===== config.mk =====
export PLATFORM = sky130hd
export DESIGN_NAME = lfsr_pos_gen
export DESIGN_NICKNAME = d
export VERILOG_FILES = /design/src/rtl/lfsr_pos_gen.sv
export SDC_FILE = /design/constraint.sdc
export NUM_CORES = 1
export LEC_CHECK = 0
export BUFFER_PORTS_ARGS = -buffer_cell sky130_fd_sc_hd__buf_2
export CAP_MARGIN = 5
export CORE_MARGIN = 2
export CORE_UTILIZATION = 51
export DETAILED_ROUTE_END_ITERATION = 12
export MAX_ROUTING_LAYER = met4
export PLACE_DENSITY = 0.81
export SYNTH_ARGS = -nofsm -noshare
export SYNTH_HDL_FRONTEND = slang
export SYNTH_SLANG_ARGS = --single-unit

===== constraint.sdc =====
create_clock -name clk -period 2.26 [get_ports clk]
set_clock_uncertainty 0.1 [all_clocks]
set_input_delay 0.339 -clock clk [delete_from_list [all_inputs] [get_ports clk]]
set_output_delay 0.339 -clock clk [all_outputs]
set_load 0.02 [all_outputs]

===== src/rtl/lfsr_pos_gen.sv =====
// Random grid position source: free-running Fibonacci LFSR feeding a rejection sampler.
// Define LFSR_POS_OCCUPANCY_CHECK_EN to add the occ_x/occ_y/occ_hit snake-body lookup stage.
module lfsr_pos_gen #(
    parameter int unsigned       WIDTH     = 12,
    parameter logic [WIDTH-1:0]  TAPS      = 12'h053,
    parameter int unsigned       X_BITS    = 6,
    parameter int unsigned       Y_BITS    = 5,
    parameter int unsigned       X_MAX     = 39,
    parameter int unsigned       Y_MAX     = 29,
    parameter int unsigned       MAX_TRIES = 16
) (
    input  logic              clk,
    input  logic              rst,
    input  logic              seed_load,
    input  logic [WIDTH-1:0]  seed,
    input  logic              req,
    output logic              busy,
    output logic              valid,
    output logic [X_BITS-1:0] pos_x,
    output logic [Y_BITS-1:0] pos_y,
    output logic              fail,
    output logic [WIDTH-1:0]  lfsr_state
`ifdef LFSR_POS_OCCUPANCY_CHECK_EN
    ,
    output logic [X_BITS-1:0] occ_x,
    output logic [Y_BITS-1:0] occ_y,
    input  logic              occ_hit
`endif
);

    localparam int unsigned      TRY_W    = $clog2(MAX_TRIES + 1);
    localparam logic [TRY_W-1:0] LAST_TRY = TRY_W'(MAX_TRIES - 1);

    typedef enum logic [1:0] {IDLE, DRAW, CHECK, DONE} state_t;

    state_t             r_state;
    logic [WIDTH-1:0]   r_lfsr;
    logic [TRY_W-1:0]   r_try;
    logic               r_busy;
    logic               r_valid;
    logic               r_fail;
    logic [X_BITS-1:0]  r_pos_x;
    logic [Y_BITS-1:0]  r_pos_y;

    logic               w_feedback;
    logic [X_BITS-1:0]  w_cx;
    logic [Y_BITS-1:0]  w_cy;
    logic               w_in_range;
    logic               w_last_try;

    assign w_feedback = ^(r_lfsr & TAPS);
    assign w_cx       = r_lfsr[X_BITS-1:0];
    assign w_cy       = r_lfsr[X_BITS+Y_BITS-1:X_BITS];
    assign w_in_range = (32'(w_cx) <= X_MAX) && (32'(w_cy) <= Y_MAX);
    assign w_last_try = (r_try == LAST_TRY);

    // The LFSR runs in every state so the drawn value depends on when req arrives.
    always_ff @(posedge clk or negedge rst) begin
        // NOTE: non-blocking assignments in clocked blocks keep every register
        // sampling pre-edge values, so ordering between blocks never matters.
        if (!rst) begin
            r_lfsr <= WIDTH'(1);
        end else if (seed_load) begin
            r_lfsr <= (seed == '0) ? WIDTH'(1) : seed;
        end else if (r_lfsr == '0) begin
            r_lfsr <= WIDTH'(1);
        end else begin
            r_lfsr <= {w_feedback, r_lfsr[WIDTH-1:1]};
        end
    end

`ifdef LFSR_POS_OCCUPANCY_CHECK_EN
    logic [X_BITS-1:0] r_cand_x;
    logic [Y_BITS-1:0] r_cand_y;

    assign occ_x = r_cand_x;
    assign occ_y = r_cand_y;
`endif

    // Outputs are written on entry to DONE so valid and the new position appear together.
    always_ff @(posedge clk or negedge rst) begin
        if (!rst) begin
            r_state <= IDLE;
            r_try   <= '0;
            r_busy  <= 1'b0;
            r_valid <= 1'b0;
            r_fail  <= 1'b0;
            r_pos_x <= '0;
            r_pos_y <= '0;
`ifdef LFSR_POS_OCCUPANCY_CHECK_EN
            r_cand_x <= '0;
            r_cand_y <= '0;
`endif
        end else begin
            r_valid <= 1'b0;
            case (r_state)
                IDLE: begin
                    if (req) begin
                        r_state <= DRAW;
                        r_busy  <= 1'b1;
                        r_try   <= '0;
                    end
                end
                DRAW: begin
`ifdef LFSR_POS_OCCUPANCY_CHECK_EN
                    r_cand_x <= w_cx;
                    r_cand_y <= w_cy;
`endif
                    if (w_in_range) begin
`ifdef LFSR_POS_OCCUPANCY_CHECK_EN
                        r_state <= CHECK;
`else
                        r_state <= DONE;
                        r_valid <= 1'b1;
                        r_fail  <= 1'b0;
                        r_pos_x <= w_cx;
                        r_pos_y <= w_cy;
`endif
                    end else if (w_last_try) begin
                        r_state <= DONE;
                        r_valid <= 1'b1;
                        r_fail  <= 1'b1;
                        r_pos_x <= '0;
                        r_pos_y <= '0;
                    end else begin
                        r_try <= r_try + TRY_W'(1);
                    end
                end
`ifdef LFSR_POS_OCCUPANCY_CHECK_EN
                CHECK: begin
                    if (!occ_hit) begin
                        r_state <= DONE;
                        r_valid <= 1'b1;
                        r_fail  <= 1'b0;
                        r_pos_x <= r_cand_x;
                        r_pos_y <= r_cand_y;
                    end else if (w_last_try) begin
                        r_state <= DONE;
                        r_valid <= 1'b1;
                        r_fail  <= 1'b1;
                        r_pos_x <= '0;
                        r_pos_y <= '0;
                    end else begin
                        r_state <= DRAW;
                        r_try   <= r_try + TRY_W'(1);
                    end
                end
`endif
                DONE: begin
                    r_state <= IDLE;
                    r_busy  <= 1'b0;
                end
                default: begin
                    r_state <= IDLE;
                    r_busy  <= 1'b0;
                end
            endcase
        end
    end

    assign busy       = r_busy;
    assign valid      = r_valid;
    assign fail       = r_fail;
    assign pos_x      = r_pos_x;
    assign pos_y      = r_pos_y;
    assign lfsr_state = r_lfsr;

endmodule


# == Word-level counts from Yosys, hierarchy flattened ==
# Index checks and enable logic that the tools add are counted.
# classes
order_cmp,2
n_eq_ne,6
addsub,1
multipliers,0
div_mod_pow,0
reduce_logical,11
mux,22
n_bitwise,1
shifts,0
# op_table
operator,count
$mux 12,3
$mux 5,5
$logic_not 12->1,2
$mux 6,2
$reduce_xor 12->1,1
$pmux 5 s2,1
$le 6x6->1 const B,1
$mux 1,6
$mux 2,3
$ne 2x2->1 const B,3
$reduce_and 2->1,3
$add 5x1->5 const B,1
$eq 5x4->1 const B,1
$le 5x5->1 const B,1
$pmux 2 s2,1
$reduce_and 4->1,1
$reduce_bool 2->1,2
$ne 3x3->1 const B,1
$eq 2x1->1 const B,1
$logic_not 2->1,1
$pmux 1 s2,1
$logic_and 1x1->1,1
$not 1->1,1
# totals
latch_bits,0
memories,0
inputBits,16
ram_bits,0
output_inout_bits,26
regBits,33
romBits,0
wordCells,51

# == Depth between registers and ports, before layout ==
# logic_depth
depth_word,4
depth_mapped,7
ltp_nobuf,6

# == Least setup slack after synthesis ==
# OpenSTA, ideal clock, no wires.
# synth_path
path_kind,reg2reg
startpoint,reg r_try[0]
endpoint,reg r_try[0]
required_ns,2.035
setup_ns,0.125
arrival_time_ns,1.722
synth_period_minus_slack_ns,1.947
stages_incl_launch_ff,7
setup_slack_ns,0.313
path_buffers,0
cell_sequence,dfrtp_1 > ha_1 > and3_1 > ha_1 > a211oi_4 > nand2_4 > mux2_4
# synth_between
elab_chain_len,4
word_cells_on_any_way,7
classes_between,add/sub (1); eq/ne (2); mux (3); reduce/logical (1)
# synth_rtl
element,line_no,text
from (decl),38,logic [TRY_W-1:0] r_try;
from (signal assigned),126,r_try <= r_try + TRY_W'(1);
$add 5x1->5,126,
$mux 5,119,end else if (w_last_try) begin
$mux 5,109,if (w_in_range) begin
$pmux 5 s2,96,case (r_state)
# Parallel ways exist; a longest one is shown, timed or not. The select of a mux whose other input is x is not followed.
# A chain may end at the register's enable or synchronous reset.

# == Final worst setup path ==
# layout_path
startpoint,reg r_try[0]
endpoint,reg r_try[4]
# The elaborated chain is that of the path after synthesis.

==> summary by stage <==
GRT
Entering global routing, the biggest net connects 34 pins. The initial antenna violation count is 0. The overflow left after global routing is 0. The first global-routing pass estimated 5380 µm of wire. The overall track demand over capacity in global routing is 21.9%. The number of global-route vias before repair is 1196.

Clock tree
The number of gates resized after CTS was 0. The CTS tree is built. The H-tree depth reported by CTS is 2. The clock latency on the worst-skew pair is 0.33 ns. The clock root buffer is sky130_fd_sc_hd__clkbuf_4. The maximum number of buffers from clock root to sink is 2. Clock-pin slew was measured on the worst setup and hold paths at 0.10 ns. The tree built by TritonCTS fans out to 33 sinks. TritonCTS created 5 clock buffers.

Timing
Hold timing on the final database bottoms out at a slack of 0.158 ns. The transition at the pin with the smallest max-transition slack is 0.711 ns. The final number of hold-violating endpoints is 0. In the final timing run, aggregate negative setup slack is 0 ns. Static timing analysis puts the maximum clock frequency at 0.472 GHz. The final setup violation count is 0. In the post-route analysis, the smallest setup slack over all paths is 0.140 ns. The number of slew-limit violations in the final report was 0. The minimum clock period is 2.12 ns. Setup repair after global routing left no endpoint under its margin. The worst path uses 93.8% of the clock period. In this run the tightest slew margin relative to its limit is 52.6%.

Yosys
The netlist area before placement is 1480 µm². Counting flops with an async set or reset pin after synthesis yields a share of 100%. When the netlist entered floorplanning its net count stood at 152. The top cell type by area accounts for 54.0% of the synthesized area. Yosys printed 0 warnings.

The commonest register cell after synthesis is sky130_fd_sc_hd__dfrtp_1. The commonest cells after synthesis are sky130_fd_sc_hd__dfrtp_1, sky130_fd_sc_hd__nand2_1, sky130_fd_sc_hd__nand3_1. Ranked by total cell area, the synthesized netlist is headed by sky130_fd_sc_hd__dfrtp_1, sky130_fd_sc_hd__mux2_2, sky130_fd_sc_hd__nand2_1, sky130_fd_sc_hd__nand3_1, sky130_fd_sc_hd__ha_1. After technology mapping, the gate count stands at 133.

The share of synthesized area occupied by flip-flops and latches is 55.8%. After synthesis, the mean cell area works out to 11.1 µm². The register bit total from synthesis is 33. The leading cell type by number of instances after synthesis is sky130_fd_sc_hd__dfrtp_1. The cell taking the most area after synthesis is sky130_fd_sc_hd__dfrtp_1. The number of different library cells used by synthesis comes to 32. In this run, synthesis inferred 0 flip-flops with an integrated enable.

Pwr
Of the total power, combinational logic draws 37.9%. The part of the total power dissipated in sequential elements is 41.3%. The net switching power figure is 830 µW. The internal power is 1.35 mW.

In this run the power density over the cells is 1210 nW/µm². The switching part of the total is 38.0%. Of the total power, the clock network draws 20.8%.

The static leakage power is 0.932 nW. The worst-case IR drop observed on VDD is 0.000857 V.

Placed design
Prior to clock tree synthesis, the placed netlist has a worst setup slack of 0.177 ns. The total instance count after detailed placement is 201. Once detailed placement completed, the half-perimeter wirelength came to 2370 µm. Buffers placed on the I/O ports in this run total 41. Routability-driven placement finished with a final weighted congestion of 0.805.

Flow run
The max-capacitance violation count is 0.

Setup path
The required time at the worst-slack endpoint is 2.38 ns. The worst setup path is launched from a flop. The kind of end point of the critical path is a flop. For the worst setup path, the data arrival time is 2.24 ns. The type of the worst setup path is flop to flop. Along the worst path, the maximum fanout reaches 6.

Die
The area inside the core boundary is 2760 µm². The vertical die dimension is 57.9 µm. The number of top-level design ports is 42. The die covers 3350 µm². The initialized floorplan defines 19 standard-cell rows.

The die span in x is 57.9 µm. The initial core utilization is 53.8%.

Detailed routing
The number of detailed-routing iterations run before antenna repair is 4. The routed wire length is 3170 µm. The via density per instance is 5.53. The final route contains 1162 vias.

The average wire per cell in the routed design is 15.1 µm. The detail route stage leaves a number of antenna-violating nets equal to 0. The remaining design rule violation count is 0. For this block, the initial DRC count from the detailed router was 19.

Min path
The min-delay analysis places its worst path in the category input port to flop.

Outcome
The run finished with clean final reports.

Cells and area
The number of nets in the final layout is 197. 0 antenna diodes ended up in the layout. Of the cells placed in the final design, the portion with a size suffix greater than 1 is 39.7%.

The finished layout holds 210 standard cells, fillers aside. The area growth from synthesis to layout is 21.6%.
[repair_timing]
action                                 CTS  global route
hold buffers                             1             0
endpoints found under the hold margin   32             0
buffers inserted                         0             0
[metal layers]
| layer | wire [µm] | global-route usage (%) | part of all wire (%) | up-vias |
|---|---|---|---|---|
| li1 | - | - | - | 559 |
| met1 | 1370 | 26.2 | 43 | 561 |
| met2 | 1590 | 36.2 | 50 | 38 |
| met3 | 179 | 6.25 | 5.7 | 4 |
| met4 | 30 | 6.31 | 0.95 | 0 |
| met5 | 0 | - | 0 | - |
[worst max-delay path: stages (launching register included)]
cell	delay, ns
sky130_fd_sc_hd__dfrtp_1	0.42
sky130_fd_sc_hd__ha_1	0.24
sky130_fd_sc_hd__and3_1	0.18
sky130_fd_sc_hd__ha_1	0.25
sky130_fd_sc_hd__a211oi_4	0.41
sky130_fd_sc_hd__nand2_4	0.11
sky130_fd_sc_hd__mux2_4	0.30
[worst paths after layout]
check                      startpoint            end  slack [ns]  depth (start not counted)
hold reg to reg              pos_x[1]       pos_x[1]        0.41                          2
hold / removal                seed[6]  lfsr_state[6]        0.16                          2
min in group asynchronous         rst     r_state[0]        0.49                          2
max in group asynchronous         rst  lfsr_state[5]        1.12                          2
setup reg to reg             r_try[0]       r_try[4]        0.14                          6
setup / recovery             r_try[0]       r_try[4]        0.14                          6
[kinds of logic (layout without fill, tap and decap cells)]
group,count (synthesis),in the layout,synth area share [%]
simple gates,58,58,19.7
flops,33,33,55.8
compound gates,15,15,8.19
mux,12,12,9.62
buf+inv,10,56,3.04
fa+ha+maj,3,3,2.53
xor+xnor,2,2,1.18
[power groups by stage]
stage / sequential [mW] / combinational, mW / clock [mW]
after floorplan: 1.06 / 0.424 / 0
after global placement: 0.903 / 0.808 / 0
after detailed placement: 0.913 / 0.830 / 0
after CTS: 0.902 / 0.836 / 0.469
after global routing: 0.926 / 0.909 / 0.494
final: 0.902 / 0.828 / 0.455
[cells in the final DEF, fill, tap and decap left out, types with 2 or more instances in the layout]
cell and n:
sky130_fd_sc_hd__mux2_4 2, sky130_fd_sc_hd__nor2_1 7, sky130_fd_sc_hd__clkbuf_4 5, sky130_fd_sc_hd__nor4_1 5
sky130_fd_sc_hd__xnor2_1 2, sky130_fd_sc_hd__inv_1 5, sky130_fd_sc_hd__ha_1 3, sky130_fd_sc_hd__a41o_2 2
sky130_fd_sc_hd__o21ai_0 4, sky130_fd_sc_hd__a31oi_1 2, sky130_fd_sc_hd__nand3_1 11, sky130_fd_sc_hd__and3_1 3
sky130_fd_sc_hd__nand4_1 2, sky130_fd_sc_hd__dfrtp_1 32, sky130_fd_sc_hd__a21oi_1 2, sky130_fd_sc_hd__buf_2 41
sky130_fd_sc_hd__nand2_1 23, sky130_fd_sc_hd__mux2_2 10
[flip-flops by register name, summed over array words and instances (netlist names)]
name / flops
lfsr_state: 12
pos_x: 6
pos_y: 5
r_try: 5
r_state: 2
busy: 1
fail: 1
valid: 1
[metrics by stage]
step / power, mW / instance area (µm²) / utilization (%)
floorplan: 1.49 / 1480 / -
global placement: 1.71 / 1710 / 61.9
detailed placement: 1.74 / 1710 / 61.9
CTS: 2.21 / 1800 / 65.4
global route: 2.33 / 1800 / 65.4
finish: 2.18 / 1800 / 65.4
[layout make-up]
| cell class | instances | area [µm²] |
|---|---|---|
| multi-input combinational | 90 | 611 |
| timing repair buffer | 43 | 223 |
| fill | 221 | 955 |
| clock buffer | 7 | 55.1 |
| sequential | 33 | 827 |
| tap | 31 | 38.8 |
| inverter | 5 | 18.8 |
| clock inverter | 1 | 30.0 |
(Power assumes the default switching activity.)
